[src/rtl/uart_byte_tx.sv]
`timescale 1ns / 1ps
`default_nettype none
// ============================================================================
// Module   : uart_byte_tx
// Brief    : 8N1 UART transmitter, holding register + shift register.
// Revision : 1.0 - initial release
// ============================================================================
module uart_byte_tx #(
    parameter int CLKS_PER_BIT = 434,
    parameter int DATA_BITS    = 8
) (
    input  logic                 clk,
    input  logic                 rst_n,
    input  logic [DATA_BITS-1:0] tx_data,
    input  logic                 ld_tx_data,
    input  logic                 tx_enable,
    output logic                 tx_empty,
    output logic                 tx_busy,
    output logic                 tx_overrun,
    output logic                 tx_out
);

    localparam int c_CNT_W = (CLKS_PER_BIT > 1) ? $clog2(CLKS_PER_BIT) : 1;
    localparam int c_IDX_W = (DATA_BITS > 1) ? $clog2(DATA_BITS) : 1;
    localparam logic [c_CNT_W-1:0] c_LAST_CNT = c_CNT_W'(CLKS_PER_BIT - 1);
    localparam logic [c_IDX_W-1:0] c_LAST_IDX = c_IDX_W'(DATA_BITS - 1);

    localparam logic [1:0] c_IDLE  = 2'd0;
    localparam logic [1:0] c_START = 2'd1;
    localparam logic [1:0] c_DATA  = 2'd2;
    localparam logic [1:0] c_STOP  = 2'd3;

    logic [1:0]           r_state;
    logic [1:0]           w_state_next;
    logic [c_CNT_W-1:0]   r_baud_cnt;
    logic [c_IDX_W-1:0]   r_bit_idx;
    logic [DATA_BITS-1:0] r_hold;
    logic [DATA_BITS-1:0] r_shift;
    logic                 r_empty;
    logic                 r_overrun;
    logic                 r_tx_out;
    logic                 r_busy;
    logic                 w_bit_done;
    logic                 w_can_start;
    logic                 w_xfer;
    logic                 w_tx_out_next;
    logic                 w_busy_next;

    assign w_bit_done  = (r_baud_cnt == c_LAST_CNT);
    assign w_can_start = ~r_empty & tx_enable;

    always_ff @(posedge clk or negedge rst_n) begin
        if (!rst_n) begin
            r_state <= c_IDLE;
        end else begin
            r_state <= w_state_next;
        end
    end

    // A frame start (from IDLE or the last STOP cycle) always moves hold into shift.
    always_comb begin
        w_state_next = r_state;
        w_xfer       = 1'b0;
        case (r_state)
            c_IDLE: begin
                if (w_can_start) begin
                    w_state_next = c_START;
                    w_xfer       = 1'b1;
                end
            end
            c_START: begin
                if (w_bit_done) begin
                    w_state_next = c_DATA;
                end
            end
            c_DATA: begin
                if (w_bit_done && (r_bit_idx == c_LAST_IDX)) begin
                    w_state_next = c_STOP;
                end
            end
            c_STOP: begin
                if (w_bit_done) begin
                    if (w_can_start) begin
                        w_state_next = c_START;
                        w_xfer       = 1'b1;
                    end else begin
                        w_state_next = c_IDLE;
                    end
                end
            end
            default: w_state_next = c_IDLE;
        endcase
    end

    always_comb begin
        w_tx_out_next = 1'b1;
        w_busy_next   = 1'b1;
        case (r_state)
            c_IDLE:  w_busy_next   = 1'b0;
            c_START: w_tx_out_next = 1'b0;
            c_DATA:  w_tx_out_next = r_shift[r_bit_idx];
            default: w_tx_out_next = 1'b1;
        endcase
    end

    // Line and busy flag share one register stage so busy tracks the wire exactly.
    always_ff @(posedge clk or negedge rst_n) begin
        if (!rst_n) begin
            r_tx_out <= 1'b1;
            r_busy   <= 1'b0;
        end else begin
            r_tx_out <= w_tx_out_next;
            r_busy   <= w_busy_next;
        end
    end

    always_ff @(posedge clk or negedge rst_n) begin
        if (!rst_n) begin
            r_baud_cnt <= '0;
            r_bit_idx  <= '0;
        end else if (r_state == c_IDLE) begin
            r_baud_cnt <= '0;
            r_bit_idx  <= '0;
        end else begin
            r_baud_cnt <= w_bit_done ? '0 : r_baud_cnt + 1'b1;
            if (r_state == c_START) begin
                r_bit_idx <= '0;
            end else if ((r_state == c_DATA) && w_bit_done) begin
                r_bit_idx <= (r_bit_idx == c_LAST_IDX) ? '0 : r_bit_idx + 1'b1;
            end
        end
    end

    // Load and transfer are mutually exclusive: load needs empty, transfer needs full.
    always_ff @(posedge clk or negedge rst_n) begin
        if (!rst_n) begin
            r_hold    <= '0;
            r_shift   <= '0;
            r_empty   <= 1'b1;
            r_overrun <= 1'b0;
        end else begin
            if (ld_tx_data && r_empty) begin
                r_hold  <= tx_data;
                r_empty <= 1'b0;
            end else if (w_xfer) begin
                r_shift <= r_hold;
                r_empty <= 1'b1;
            end
            if (ld_tx_data && !r_empty) begin
                r_overrun <= 1'b1;
            end
        end
    end

    assign tx_empty   = r_empty;
    assign tx_busy    = r_busy;
    assign tx_overrun = r_overrun;
    assign tx_out     = r_tx_out;

endmodule
`default_nettype wire

[config.mk]
export PLATFORM = sky130hd
export DESIGN_NAME = uart_byte_tx
export DESIGN_NICKNAME = d
export VERILOG_FILES = /design/src/rtl/uart_byte_tx.sv
export SDC_FILE = /design/constraint.sdc
export NUM_CORES = 1
export LEC_CHECK = 0
export ABC_CLOCK_PERIOD_IN_PS = 3100
export CORE_MARGIN = 1
export CORE_UTILIZATION = 30
export DETAILED_ROUTE_END_ITERATION = 16
export PLACE_DENSITY = 0.54
export REMOVE_ABC_BUFFERS = 1
export SYNTH_ARGS = -nofsm -noshare
export SYNTH_HDL_FRONTEND = slang
export SYNTH_SLANG_ARGS = --single-unit
[constraint.sdc]
create_clock -name clk -period 3.1 [get_ports clk]
set_input_delay 0.775 -clock clk [delete_from_list [all_inputs] [get_ports clk]]
set_output_delay 0.775 -clock clk [all_outputs]
set_load 0.01 [all_outputs]
* Yosys cells after proc, flatten, opt, wreduce, memory -nomap -nowiden
Index checks and enable logic that the tools add are counted.
** Word-level totals
- Flip-flop bits (word level) :: 34
- Latch bits :: 0
- RAM bits :: 0
- Memory bits (read-only) :: 0
- Output and inout bits :: 4
- Word-level logic and storage cells :: 55
- Memories kept :: 0
** Operators by class
- $add $sub $neg :: 2
- $mul :: 0
- Div/mod/pow operators :: 0
- Order comparisons :: 1
- Eq/ne operators :: 9
- Shifts and indexed selects :: 0
- Muxes and demuxes :: 21
- Bitwise logic cells :: 3
- Reductions and logical operators :: 10
** Operator list (number)
- 9-bit 2-to-1 mux :: 2
- 3-bit 2-to-1 mux :: 4
- 9-bit by 1-bit adder with 9-bit output (second input constant) :: 1
- 9-bit == test (second input constant) :: 1
- 2-bit 2-to-1 mux :: 4
- 2-bit inequality test (second input constant) :: 4
- 2-bit one-hot mux with 4 select lines :: 1
- 1-bit 2-to-1 mux :: 7
- 2-bit == test (second input constant) :: 2
- 1-bit logical AND :: 4
- 3-bit by 4-bit < comparator with 1-bit output (second input constant) :: 1
- 1-bit one-hot mux with 2 select lines :: 2
- 4-bit AND reduction :: 1
- 3-bit by 1-bit adder with 3-bit output (second input constant) :: 1
- 1-bit binary-select mux with 3-bit select :: 1
- 3-bit == test (second input constant) :: 1
- 3-bit nonzero test :: 1
- 2-bit by 1-bit == test with 1-bit output (second input constant) :: 1
- 2-bit logical NOT :: 1
- 1-bit NOT :: 2
- 2-bit AND reduction :: 1
- 2-bit nonzero test :: 1
- 1-bit bitwise AND :: 1
- 1-bit logical NOT :: 1

* Logic depth before layout (Yosys ltp)
Gate-level depths: netlist of the first run.
- Depth after elaboration :: 7
- Depth in mapped cells :: 7
- Gate-level depth less buffers :: 6

* Worst setup path after synthesis of the first run
OpenSTA, ideal clock, no wires.
- Kind :: input -> register
- Start :: input port tx_enable
- End :: register r_shift[0]
- Setup time :: 0.125 ns
- Arrival :: 1.677 ns
- Path slack :: 1.298 ns
- Stages on the path :: 3
- Path through :: or2b_1 -> nor3_4 -> mux2_2
** Between the ends
- Word-level cells in the longest chain between the ends :: 5
** Ends and longest elaborated chain
- from (decl) :: RTL line 16 : input logic tx_enable,
- 1-bit bitwise AND (*) :: RTL line 50 : assign w_can_start = ~r_empty & tx_enable;
- 1-bit 2-to-1 mux (*) :: RTL line 66, 83
- 1-bit 2-to-1 mux :: RTL line 82 : if (w_bit_done) begin
- 1-bit one-hot mux with 2 select lines (*) :: RTL line 64 : case (r_state)
- 2-bit AND reduction (no line) (*)
- to (signal assigned) :: RTL line 146 : r_shift <= r_hold;
- to (decl) :: RTL line 38 : logic [DATA_BITS-1:0] r_shift;
Every way passes the cells marked *; elsewhere a longest branch is shown, timed or not.
A chain may end at the register's enable or synchronous reset.

* Final worst setup path of the first run
- Start :: register r_empty (netlist: tx_empty)
- End :: output port tx_empty
** RTL lines
- from (decl) :: RTL line 39 : logic r_empty;
- from (signal assigned) :: RTL line 139 : r_empty <= 1'b1;
- from (signal assigned) :: RTL line 144 : r_empty <= 1'b0;
- from (signal assigned) :: RTL line 147 : r_empty <= 1'b1;
- to (decl) :: RTL line 17 : output logic tx_empty,
No word-level cell between the ends.

==> impl_metrics.toml, run 1 <==
[min_path]
min_to = "tx_overrun$_DFFE_PN0P_"
worstHoldStart = "tx_overrun$_DFFE_PN0P_"
min_path_type = "register to register"
holdPathStages = 1

[power]
p_per_area_mw_per_mm2 = 821
internal-power_mw = 1.07
power.total_mw = 1.58
combPwrFrac_pct = 34.9
p_seq_share_pct = 45.2
ir_drop_uv = 348
switching_share_pct = 32.4
power.switching_mw = 0.511
power_leakage_nw = 0.846
power_frac_clock_pct = 19.9

[worst_setup_path]
required_ps = 2320
cp_num_buf_inv = 1
crit_path_max_incr_delay_ps = 570
cp_slowest_cell = "dfstp_2"
regToRegSetupSlack_ps = 1010
worst_setup_path_end_kind = "output pin"
r2r_cells = 6
r2r_end = "r_state[1]$_DFFE_PN0P_"
crit_cells = 1
critical_path_class = "register to output pin"
path_cells = "clkdlybuf4s50_1"
r2r-start = "r_state[0]$_DFFE_PN0P_"
cp_top_family = "flip-flops"
path_max_fanout = 6
critPathArrivalTime_ps = 1400
cp-start-kind = "register"

[timing]
rsz0062_at_grt = "false"
tightest_slew_ps = 436
maxSlewHeadroom_pct = 70.9
skew_ps = 7.60
slew_viol_final = 0
finalSetupViolations = 0
setup_tns_ps = 0
finalCriticalPeriod_ps = 2180
period_share_pct = 70.2
max_freq_mhz = 459
hold_viol_final = 0

[synth]
synth_seq_cells = 34
synth_area_leaders = "dfrtp_1, mux2_2, ha_1"
synth_edf_count = 0
yosysSeqAreaShare_pct = 53.2
synthArstFlopShare_pct = 100
syn_area_sq_mm = 0.00161
ys_types = 31
synth_top_area_share_pct = 49.9
synth.avg_cell_area_sq_um = 13.2
synthCells = 122
synth_top_cell_by_area = "dfrtp_1"
synth_warnings = 0
synthFlopType = "dfrtp_1"

[place]
io_buffers = 15
dp_hpwl_mm = 1.96
gp_congestion = 0.769

[clock_network]
postCtsSetupBuffers = 0
htree_levels = 2
clockBufferDepth = 2
cts_tree = "done"
cts_buffers = 5
ctsRootBufferMaster = "clkbuf_8"
ctsHoldBuffers = 0
clkTransAtPathRegs_ps = 60
cts_resized = 0
cts.sinks = 34
clk_latency_ps = 290

[routing]
wirelength_met1_mm = 1.22
firstDrtPassIters = 4
topRoutingLayerUsed = "met4"
num_vias = 991
first_iter_violations = 31
remaining_drc_errors = 0
vias_per_cell = 4.61
ant_nets = 0
route.met3.wl_um = 153
wl_per_cell_um = 12.8
wl_met2_mm = 1.30
wirelength_mm = 2.75

[cells_and_area]
fillers = 516
final-seq-area_sq_um = 853
multiInputGateArea_sq_um = 718
area_growth_pct = 19.7
antenna_cells = 0
fin_nets = 164
finish.utilization_pct = 37.4
drive_gt1_share_pct = 24.1

[die]
rows = 26
fp.coreArea_sq_mm = 0.00514
die-area_sq_mm = 0.00565
die_h_um = 75.2
start_util_pct = 31.2
die_width_um = 75.2
pin_count = 16

[outcome]
status = "finished, final reports clean"

[grt]
grt_pass1_wl_mm = 4.80
grt_pass1_vias = 1063
antenna_found_initial = 0
grt_use_total_pct = 11.8
overflow = 0
grt_max_degree = 35

[run]
maxCapViolations = 0
==> per-layer routing <==
metal | vias up | global-route usage [%]
met5 | - | 0
met4 | 0 | 6.38
met3 | 9 | 5.22
met2 | 25 | 18.5
met1 | 481 | 13.6
li1 | 476 | -
==> cell type report <==
class / instances / area share [%]
clock buffer: 6 / 3.78
tap: 70 / 4.56
timing repair buffer: 16 / 8.20
multi-input combinational: 81 / 37.4
sequential: 34 / 44.4
clock inverter: 2 / 0.521
inverter: 6 / 1.17
==> Yosys cell counts, drive strengths merged (2+ instances only) <==
| library cell | number |
|---|---|
| inv | 6 |
| nor3 | 4 |
| nor2 | 11 |
| dfrtp | 32 |
| mux4 | 2 |
| mux2i | 4 |
| mux2 | 17 |
| a21oi | 2 |
| a211o | 2 |
| nand2 | 5 |
| xor2 | 2 |
| xnor2 | 5 |
| dfstp | 2 |
| nand3 | 5 |
| ha | 8 |
==> flip-flops by register name, indices dropped and copies added, names as in the netlist <==
name and count:
tx_empty 1, r_state 2, r_shift 8, r_baud_cnt 9, tx_busy 1, r_bit_idx 3
tx_overrun 1, r_hold 8, tx_out 1
==> cells in the final DEF (no fill, tap or decap), drive strengths merged, types with 4 or more instances in the layout <==
master / Yosys / routed
clkbuf: 0 / 6
clkdlybuf4s50: 0 / 15
dfrtp: 32 / 32
ha: 8 / 8
inv: 6 / 6
mux2: 17 / 17
mux2i: 4 / 4
nand2: 5 / 5
nand3: 5 / 5
nor2: 11 / 11
nor3: 4 / 4
xnor2: 5 / 5
==> power by group through the flow <==
stage               Combinational, mW  Clock, mW  Sequential [mW]
finish                          0.551      0.313            0.713
floorplan                       0.411          0            0.702
detailed placement              0.552          0            0.723
global placement                0.532          0            0.717
global route                    0.608      0.345            0.736
CTS                             0.558      0.323            0.715
==> how the worst max path moves through the flow <==
stage | from | endpoint
finish | tx_empty$_DFFE_PN1P_ | tx_empty
global route | tx_empty$_DFFE_PN1P_ | tx_empty
CTS | tx_empty$_DFFE_PN1P_ | tx_empty
detailed placement | tx_enable | r_shift[1]$_DFFE_PN0P_
global placement | tx_enable | r_shift[6]$_DFFE_PN0P_
floorplan | r_state[0]$_DFFE_PN0P_ | r_state[1]$_DFFE_PN0P_
==> per-stage QoR <==
step	setup WS, ps	area (sq um)	instances	hold WS, ps
global placement	730	1840	207	460
global route	848	1920	215	509
finish	924	1920	215	480
detailed placement	689	1840	207	476
floorplan	1290	1590	121	474
CTS	905	1920	215	491
==> kinds of logic after synthesis <==
kind of cell    Yosys count  share of synthesized area, %
xor+xnor                  7                          3.82
simple gates             32                          11.1
flops                    34                          53.2
compound gates           11                          6.39
buf+inv                   7                          2.10
mux                      23                          17.2
fa+ha+maj                 8                          6.24
(Power assumes the default switching activity.)
==> run 2, diff against run 1 <==
ABC_CLOCK_PERIOD_IN_PS = 1900   (was 3100)
PLACE_DENSITY = 0.56   (was 0.54)
clock period = 1.9 ns   (was 3.1 ns; I/O delays follow)
==> impl_metrics.toml, run 2 (same netlist as run 1, synthesis figures left out) <==
[outcome]
status = "finished, final reports clean"

[routing]
remaining_drc_errors = 0
wirelength_met1_mm = 1.14
vias_per_cell = 4.66
first_iter_violations = 39
ant_nets = 0
wl_per_cell_um = 12.4
topRoutingLayerUsed = "met4"
wirelength_mm = 2.72
route.met3.wl_um = 90
firstDrtPassIters = 3
wl_met2_mm = 1.46
num_vias = 1021

[timing]
finalSetupViolations = 0
finalCriticalPeriod_ps = 1850
max_freq_mhz = 540
whs_ps = 478
slew_viol_final = 0
period_share_pct = 97.5
rsz0062_at_grt = "true"
tightest_slew_ps = 419
hold_viol_final = 0
skew_ps = 3.92
maxSlewHeadroom_pct = 72.1

[worst_setup_path]
cp_slowest_cell = "dfrtp_1"
required_ps = 2070
path_cells = "inv_1, ha_1, and4b_2, a31oi_4, nor3_4, buf_12, mux2_2"
path_max_fanout = 9
worst_setup_path_end_kind = "register"
critPathArrivalTime_ps = 2020
crit_path_max_incr_delay_ps = 400
cp-start-kind = "register"
critical_path_class = "register to register"

[power]
p_per_area_mw_per_mm2 = 1340
switching_share_pct = 32.2
power.switching_mw = 0.850
combPwrFrac_pct = 36.4
ir_drop_uv = 605
power.total_mw = 2.64
power_leakage_nw = 0.870
internal-power_mw = 1.79
power_frac_clock_pct = 19.5
p_seq_share_pct = 44.1

[cells_and_area]
fin_nets = 168
drive_gt1_share_pct = 26.8
regMostFlops = "r_baud_cnt"
mostFrequentLayoutCells = "dfrtp_1, mux2_2, clkdlybuf4s50_1, nor2_1, ha_1"
final_common_cell = "dfrtp_1"
largest_reg_flops = 9
area_growth_pct = 22.4
finish.utilization_pct = 38.2
largestRegisters = "r_baud_cnt: 9 flops, r_hold: 8 flops, r_shift: 8 flops"
antenna_cells = 0

[die]
fp.coreArea_sq_mm = 0.00514
start_util_pct = 31.2
die_width_um = 75.2
die-area_sq_mm = 0.00565
pin_count = 16
die_h_um = 75.2
rows = 26

[clock_network]
cts.sinks = 34
htree_levels = 2
clk_latency_ps = 280
ctsHoldBuffers = 0
ctsRootBufferMaster = "clkbuf_8"
clkTransAtPathRegs_ps = 70
cts_buffers = 5
clockBufferDepth = 2
postCtsSetupBuffers = 0
cts_tree = "done"

[grt]
grt_max_degree = 35
antenna_found_initial = 0
overflow = 0
grt_use_total_pct = 11.5
grt_pass1_vias = 1108
grt_pass1_wl_mm = 4.78

[run]
maxCapViolations = 0

[place]
dp_hpwl_mm = 2.00
gp_congestion = 0.739
io_buffers = 15

[min_path]
min_path_type = "register to register"
-- run 2: critical path: cells and delay by family, from the launching register on --
kind	cells	cell delay, ps
adders and majority gates	1	130
buffers and inverters	2	220
DFF	1	400
and+or+nand+nor	2	530
AOI/OAI and AO/OA	1	120
muxes	1	330
-- run 2: final cells by class --
cell class	count	area [sq um]
timing repair buffer	20	199
sequential	34	853
fill	540	3170
inverter	6	22.5
clock buffer	6	72.6
tap	70	87.6
clock inverter	2	10.0
multi-input combinational	81	721
-- run 2: what timing repair did --
| item | 4_1_cts | 5_1_grt |
|---|---|---|
| hold endpoints to repair | 0 | 0 |
| resized for setup | 1 | 1 |
| endpoints found under the setup margin | 1 | 9 |
-- run 2: routing by layer --
layer,vias to the layer above,track usage [%]
met2,14,20.5
li1,487,-
met4,0,4.94
met3,3,3.61
met5,-,0
met1,517,12.7
-- run 2: path summary, 6_finish.rpt --
| kind | startpoint | endpoint | slack (ps) | depth (start not counted) |
|---|---|---|---|---|
| worst max-delay path | r_baud_cnt[1]$_DFF_PN0_ | r_shift[2]$_DFFE_PN0P_ | 50 | 7 |
| worst min-delay path | tx_overrun$_DFFE_PN0P_ | tx_overrun$_DFFE_PN0P_ | 480 | 1 |
| worst max register to register | r_baud_cnt[1]$_DFF_PN0_ | r_shift[2]$_DFFE_PN0P_ | 50 | 7 |
| worst min register to register | tx_overrun$_DFFE_PN0P_ | tx_overrun$_DFFE_PN0P_ | 480 | 1 |
| max in group asynchronous | rst_n | tx_out$_DFF_PN1_ | 970 | 2 |
| min in group asynchronous | rst_n | r_hold[4]$_DFFE_PN0P_ | 600 | 2 |
-- run 2: power groups by stage --
stage	Combinational [mW]	Sequential (mW)	Clock, mW
finish	0.960	1.16	0.516
global route	1.06	1.20	0.569
CTS	0.964	1.17	0.535
detailed placement	0.964	1.18	0
global placement	0.933	1.17	0
floorplan	0.670	1.14	0
-- run 2: stage by stage --
| step | cells | cell area, sq um | setup WS (ps) | TNS (ps) |
|---|---|---|---|---|
| finish | 219 | 1970 | 47.7 | 0 |
| global placement | 211 | 1880 | -66.8 | -565 |
| floorplan | 121 | 1590 | 95.0 | 0 |
| global route | 219 | 1970 | -19.1 | -124 |
| detailed placement | 211 | 1880 | -72.0 | -558 |
| CTS | 219 | 1960 | 34.6 | 0 |
==> patch 1, RTL diff (flow settings as in run 2) <==
The parameter `DATA_BITS` goes from 8 to 16.
--- a/src/rtl/uart_byte_tx.sv
+++ b/src/rtl/uart_byte_tx.sv
@@ -9,3 +9,3 @@
     parameter int CLKS_PER_BIT = 434,
-    parameter int DATA_BITS    = 8
+    parameter int DATA_BITS    = 16
 ) (
Interface: changed (resized tx_data); port bits go from 16 to 24. The function was not compared with the original's and may differ.
==> patch 1 against run 2 <==
Final cell count rose by 41%. Synthesized area rose by 46%. Total power fell by 25%. Largest power group unchanged. Sequential cell count rose by 17. Wire length rose by 49%. Setup slack got worse by 0.015 ns. First-iteration DRC count rose by 110%. Final area rose by 50%. Global-route usage fell by 1.3 points. Count of clock-buffer cells in the layout fell by 1.
==> patch 1: results (changes against run 2) <==
* Area contributors post-synth: dfrtp_1 52%, mux2_2 12%, mux2_4 5.8%
* GPL Wtd Cong at 0.7378 (-0.12%)
* CP arrival at 2.05 ns (+0.03 ns)
* Lkg Pwr at 1.327 nW (+52%)
* Drt total wl at 4042 µm (+49%)
* Port Buffers at 23 (+8)
* Clk Latency, worst-skew pair at 0.30 ns (+0.02 ns)
* Yosys cell types at 38 (+23%)
* First-pass GRT wire length at 6693 µm (+40%)
* Outcome: complete, no violations
* Most frequent cells after synthesis: 49 x dfrtp_1, 24 x mux2_2, 14 x nor2_1
* Sequential share of the synthesized area at 0.5445 (+0.01292)
* Max-slew headroom at 0.7230 (+0.002038)
* Final Non-Filler Cells at 308 (+41%)
* DP Cell Count at 294 (+39%)
* Avg Inst Size Synth at 13.81 µm² (+5.0%)
* Fill cell count at 719 (+33%)
* Top flop regs: r_hold (16), r_shift (16), r_baud_cnt (9)
* Layout cells sized above 1 at 0.3254 (+0.05690)
* Maximum VDD drop at 0.0002528 V (-58%)
* Hold Path Class: in2async
* Vias per cell at 4.494 (-3.6%)
* First drt pass iteration count at 4 (+1)
* DP HPWL at 2743 µm (+37%)
* CP max FO at 8 (-1)
## patch 1: changes by cell type after synthesis, moves of 2 or more
cell / run 2 / this run
mux4_2: 2 / 4
nor3_1: 3 / 5
mux2_4: 0 / 9
buf_2: 0 / 2
mux2_2: 17 / 24
nor2_1: 11 / 14
a21oi_1: 2 / 0
a31oi_1: 0 / 2
dfrtp_1: 32 / 49
inv_1: 6 / 8
clkbuf_1: 0 / 2
## patch 1: stage by stage
stage / hold slack, ns / power (mW) / area, µm² / setup TNS (ns) / setup slack [ns]
floorplan: 0.1794 / 1.173 / 2311 / -1.736 / -0.1396
CTS: 0.08994 / 2.020 / 2861 / 0 / 0.01815
global placement: 0.4337 / 1.248 / 2750 / -0.06590 / -0.01000
finish: 0.08465 / 1.986 / 2942 / 0 / 0.03310
detailed placement: 0.4334 / 1.249 / 2750 / -0.1981 / -0.02937
global route: 0.1037 / 2.057 / 2942 / -0.08820 / -0.02491
## patch 1: worst max-delay path by stage
stage,startpoint,end,slack [ns],cells past startpoint
2_1_floorplan,r_baud_cnt[1],r_shift[0],-0.14,6
3_3_place_gp,tx_enable,r_shift[2],-0.01,5
3_5_place_dp,tx_enable,r_shift[2],-0.03,5
4_1_cts,r_baud_cnt[1],r_shift[4],0.02,7
5_1_grt,r_baud_cnt[1],r_shift[8],-0.02,8
6_report,r_baud_cnt[1],r_shift[8],0.03,8
## patch 1: area by class of cell
| type | instances | area, µm² | share of cell area |
|---|---|---|---|
| multi-input combinational | 106 | 1002 | 0.3407 |
| clock inverter | 3 | 43.79 | 0.01489 |
| inverter | 8 | 30.03 | 0.01021 |
| timing repair buffer | 36 | 394.1 | 0.1340 |
| clock buffer | 5 | 68.82 | 0.02339 |
| sequential | 51 | 1279 | 0.4347 |
| tap | 99 | 123.9 | 0.04211 |
## patch 1: cells by family after synthesis
family | share of synthesized area
AO/OA/AOI/OAI | 0.04742
flip-flops | 0.5445
AND/OR/NAND/NOR | 0.08844
adder cells (fa/ha/maj) | 0.03729
XOR/XNOR | 0.02984
multiplexers | 0.2238
buffers and inverters | 0.02877
## patch 1: routing by layer
metal	part of all wire	wire length [µm]	vias to the layer above	GRT usage
met5	0	0	-	0
met4	0.010	42	0	0.04032
met3	0.022	90	2	0.02104
met2	0.48	1933	15	0.1667
met1	0.49	1976	691	0.1346
li1	-	-	676	-
## patch 1: power breakdown
group | switching (mW) | internal, mW | total [mW]
clock | 0.370 | 0.393 | 0.762
sequential | 0.0149 | 1.11 | 1.13
combinational | 0.0350 | 0.0600 | 0.0950
total | 0.419 | 1.57 | 1.99
## patch 1: what timing repair did
action	4_1_cts	5_1_grt
cloned	0	2
buffers inserted	0	4
endpoints found under the setup margin	1	7
gates resized for setup	1	0
==> patch 2, RTL diff (config.mk and constraints of run 2) <==
Without the edit above. Put one more register stage on the output `tx_overrun`. The value now appears one clock later. The other outputs are not delayed to match.
--- a/src/rtl/uart_byte_tx.sv
+++ b/src/rtl/uart_byte_tx.sv
@@ -156,3 +156,5 @@
     assign tx_busy    = r_busy;
-    assign tx_overrun = r_overrun;
+    always_ff @(posedge clk) begin
+        tx_overrun <= r_overrun;
+    end
     assign tx_out     = r_tx_out;
Formal check against the unedited RTL: not equivalent (a bounded check fails within 4 cycles, from zero or initial values and one cycle with rst_n low).
==> patch 2 against run 2 <==
Synthesized cell count grew 0.82%. Largest cell class unchanged. Synthesized area grew 1.2%. Wire length grew 2.9%. Final area is 4.3% higher. Total power up 9.6%. Sequential cell count up 1. Largest power group unchanged. Final cell count rose by 1.8%. Setup slack lost 0.031 ns. First-iteration DRC count is 23% lower. Critical endpoint is now r_state[1]. Critical path type unchanged.
==> patch 2: results (changes against run 2) <==
* Outcome: complete, no violations
* Gr usage total at 0.1152 (-0.0001845)
* Yosys cell types at 32 (+3.2%)
* Antenna violations before repair at 0 (unchanged)
* Post-synth top flop: dfrtp_1
* Antenna Cells at 0 (unchanged)
* Wire per inst at 12.55 µm (+1.1%)
* Mux share of post-synthesis cell area at 0.1701 (-0.002122)
* GPL Wtd Cong at 0.7693 (+4.1%)
* Synth Area in Adders at 0.06159 (-0.0007680)
* Synth Area in Compound Gates at 0.06313 (-0.0007872)
* Clk Latency, worst-skew pair at 0.28 ns (about the same)
* H-tree depth at 2 (unchanged)
* Layout cells sized above 1 at 0.2941 (+0.02566)
* Pin count of the biggest net entering global routing at 35 (unchanged)
* Post-Synth XOR/XNOR Area at 0.03772 (-0.0004704)
* Pre-CTS WS at -0.09484 ns (-0.02283 ns)
* Hold path depth at 0 (-1)
* P_sw at 875.7 µW (+3.1%)
* DP Area at 1909 µm² (+1.5%)
* Hold Path Class: reg2reg
* CP peak stage delay at 0.42 ns (+0.02 ns)
* DR iter-0 viols at 30 (-23%)
* Lkg Pwr at 0.9227 nW (+6.0%)
* Post-layout nets at 172 (+2.4%)
* DP Cell Count at 213 (+0.95%)
* Post-route antenna net violation count at 0 (unchanged)
* Max clock buf depth at 2 (unchanged)
* Top delay family on crit path: flip-flops
* Worst-path clk slew at 0.07 ns (about the same)
* Cells after Synth at 123 (+0.82%)
* R2R depth at 6 (-1)
* Synthesis warning total at 0 (unchanged)
* Slowest cell on crit path: dfrtp_1
* Port Buffers at 15 (unchanged)
* Top flop regs: r_baud_cnt (9), r_hold (8), r_shift (8)
* DP HPWL at 2002 µm (about the same)
* Root buffer cell: clkbuf_8
* Maximum VDD drop at 0.0004302 V (-29%)
* Ys async rst share at 0.9714 (-0.02857)
* Most frequent cells after synthesis: 32 x dfrtp_1, 17 x mux2_2, 11 x nor2_1
* Grt ovf at 0 (unchanged)
* Setup-failing EPs final at 0 (unchanged)
* Area contributors post-synth: dfrtp_1 49%, mux2_2 12%, ha_1 6.2%
* Via count at 1016 (-0.49%)
* Clock skew at 0.005221 ns (+0.001303 ns)
* Drt total wl at 2799 µm (+2.9%)
* CP arrival at 2.05 ns (+0.03 ns)
* Num CTS Buffers at 5 (unchanged)
* CP max FO at 5 (-4)
* Sequential share of the synthesized area at 0.5373 (+0.005770)
* Max-slew headroom at 0.7111 (-0.009856)
* First-pass GRT wire length at 4836 µm (+1.2%)
* First drt pass iteration count at 3 (unchanged)
==> patch 2: cell types whose count changed after synthesis <==
cell / before / now
dfxtp_1: 0 / 1
==> patch 2: metal layers <==
layer	vias up	global-route usage	share of wire
li1	493	-	-
met1	501	0.1469	0.46
met2	17	0.1806	0.49
met3	5	0.04101	0.035
met4	0	0.04321	0.015
met5	-	0	0
==> patch 2: worst paths after layout <==
path / from / endpoint / slack [ns]
worst max-delay path: r_baud_cnt[0] / r_state[1] / 0.02
max in group asynchronous: rst_n / tx_empty / 0.96
worst max register to register: r_baud_cnt[0] / r_state[1] / 0.02
worst min register to register: r_overrun / tx_overrun / 0.37
min in group asynchronous: rst_n / r_state[1] / 0.60
worst min-delay path: r_overrun / tx_overrun / 0.37
==> patch 2: layout make-up <==
type | instances | area (µm²)
multi-input combinational | 81 | 724.4
clock inverter | 2 | 35.03
timing repair buffer | 23 | 225.2
sequential | 35 | 873.3
clock buffer | 6 | 82.58
inverter | 6 | 22.52
fill | 481 | 3122
tap | 70 | 87.58
==> patch 2: cell families after synthesis <==
logic type,after synthesis
flip-flops,35
AND/OR/NAND/NOR,32
multiplexers,23
AO/OA/AOI/OAI,11
adder cells (fa/ha/maj),8
XOR/XNOR,7
buffers and inverters,7
==> patch 2: timing repair <==
item	4_1_cts	5_1_grt
gates resized for setup	1	2
hold buffers	0	0
setup endpoints to repair	1	10
setup buffers	0	2
pin swaps	0	1
==> patch 2: power by group through the flow <==
stage	Combinational [mW]	Sequential, mW	Clock [mW]
after CTS	0.999	1.19	0.713
after detailed placement	0.981	1.21	0
after global placement	0.952	1.19	0
after global routing	1.12	1.23	0.744
after floorplan	0.670	1.17	0
final	1.02	1.18	0.693
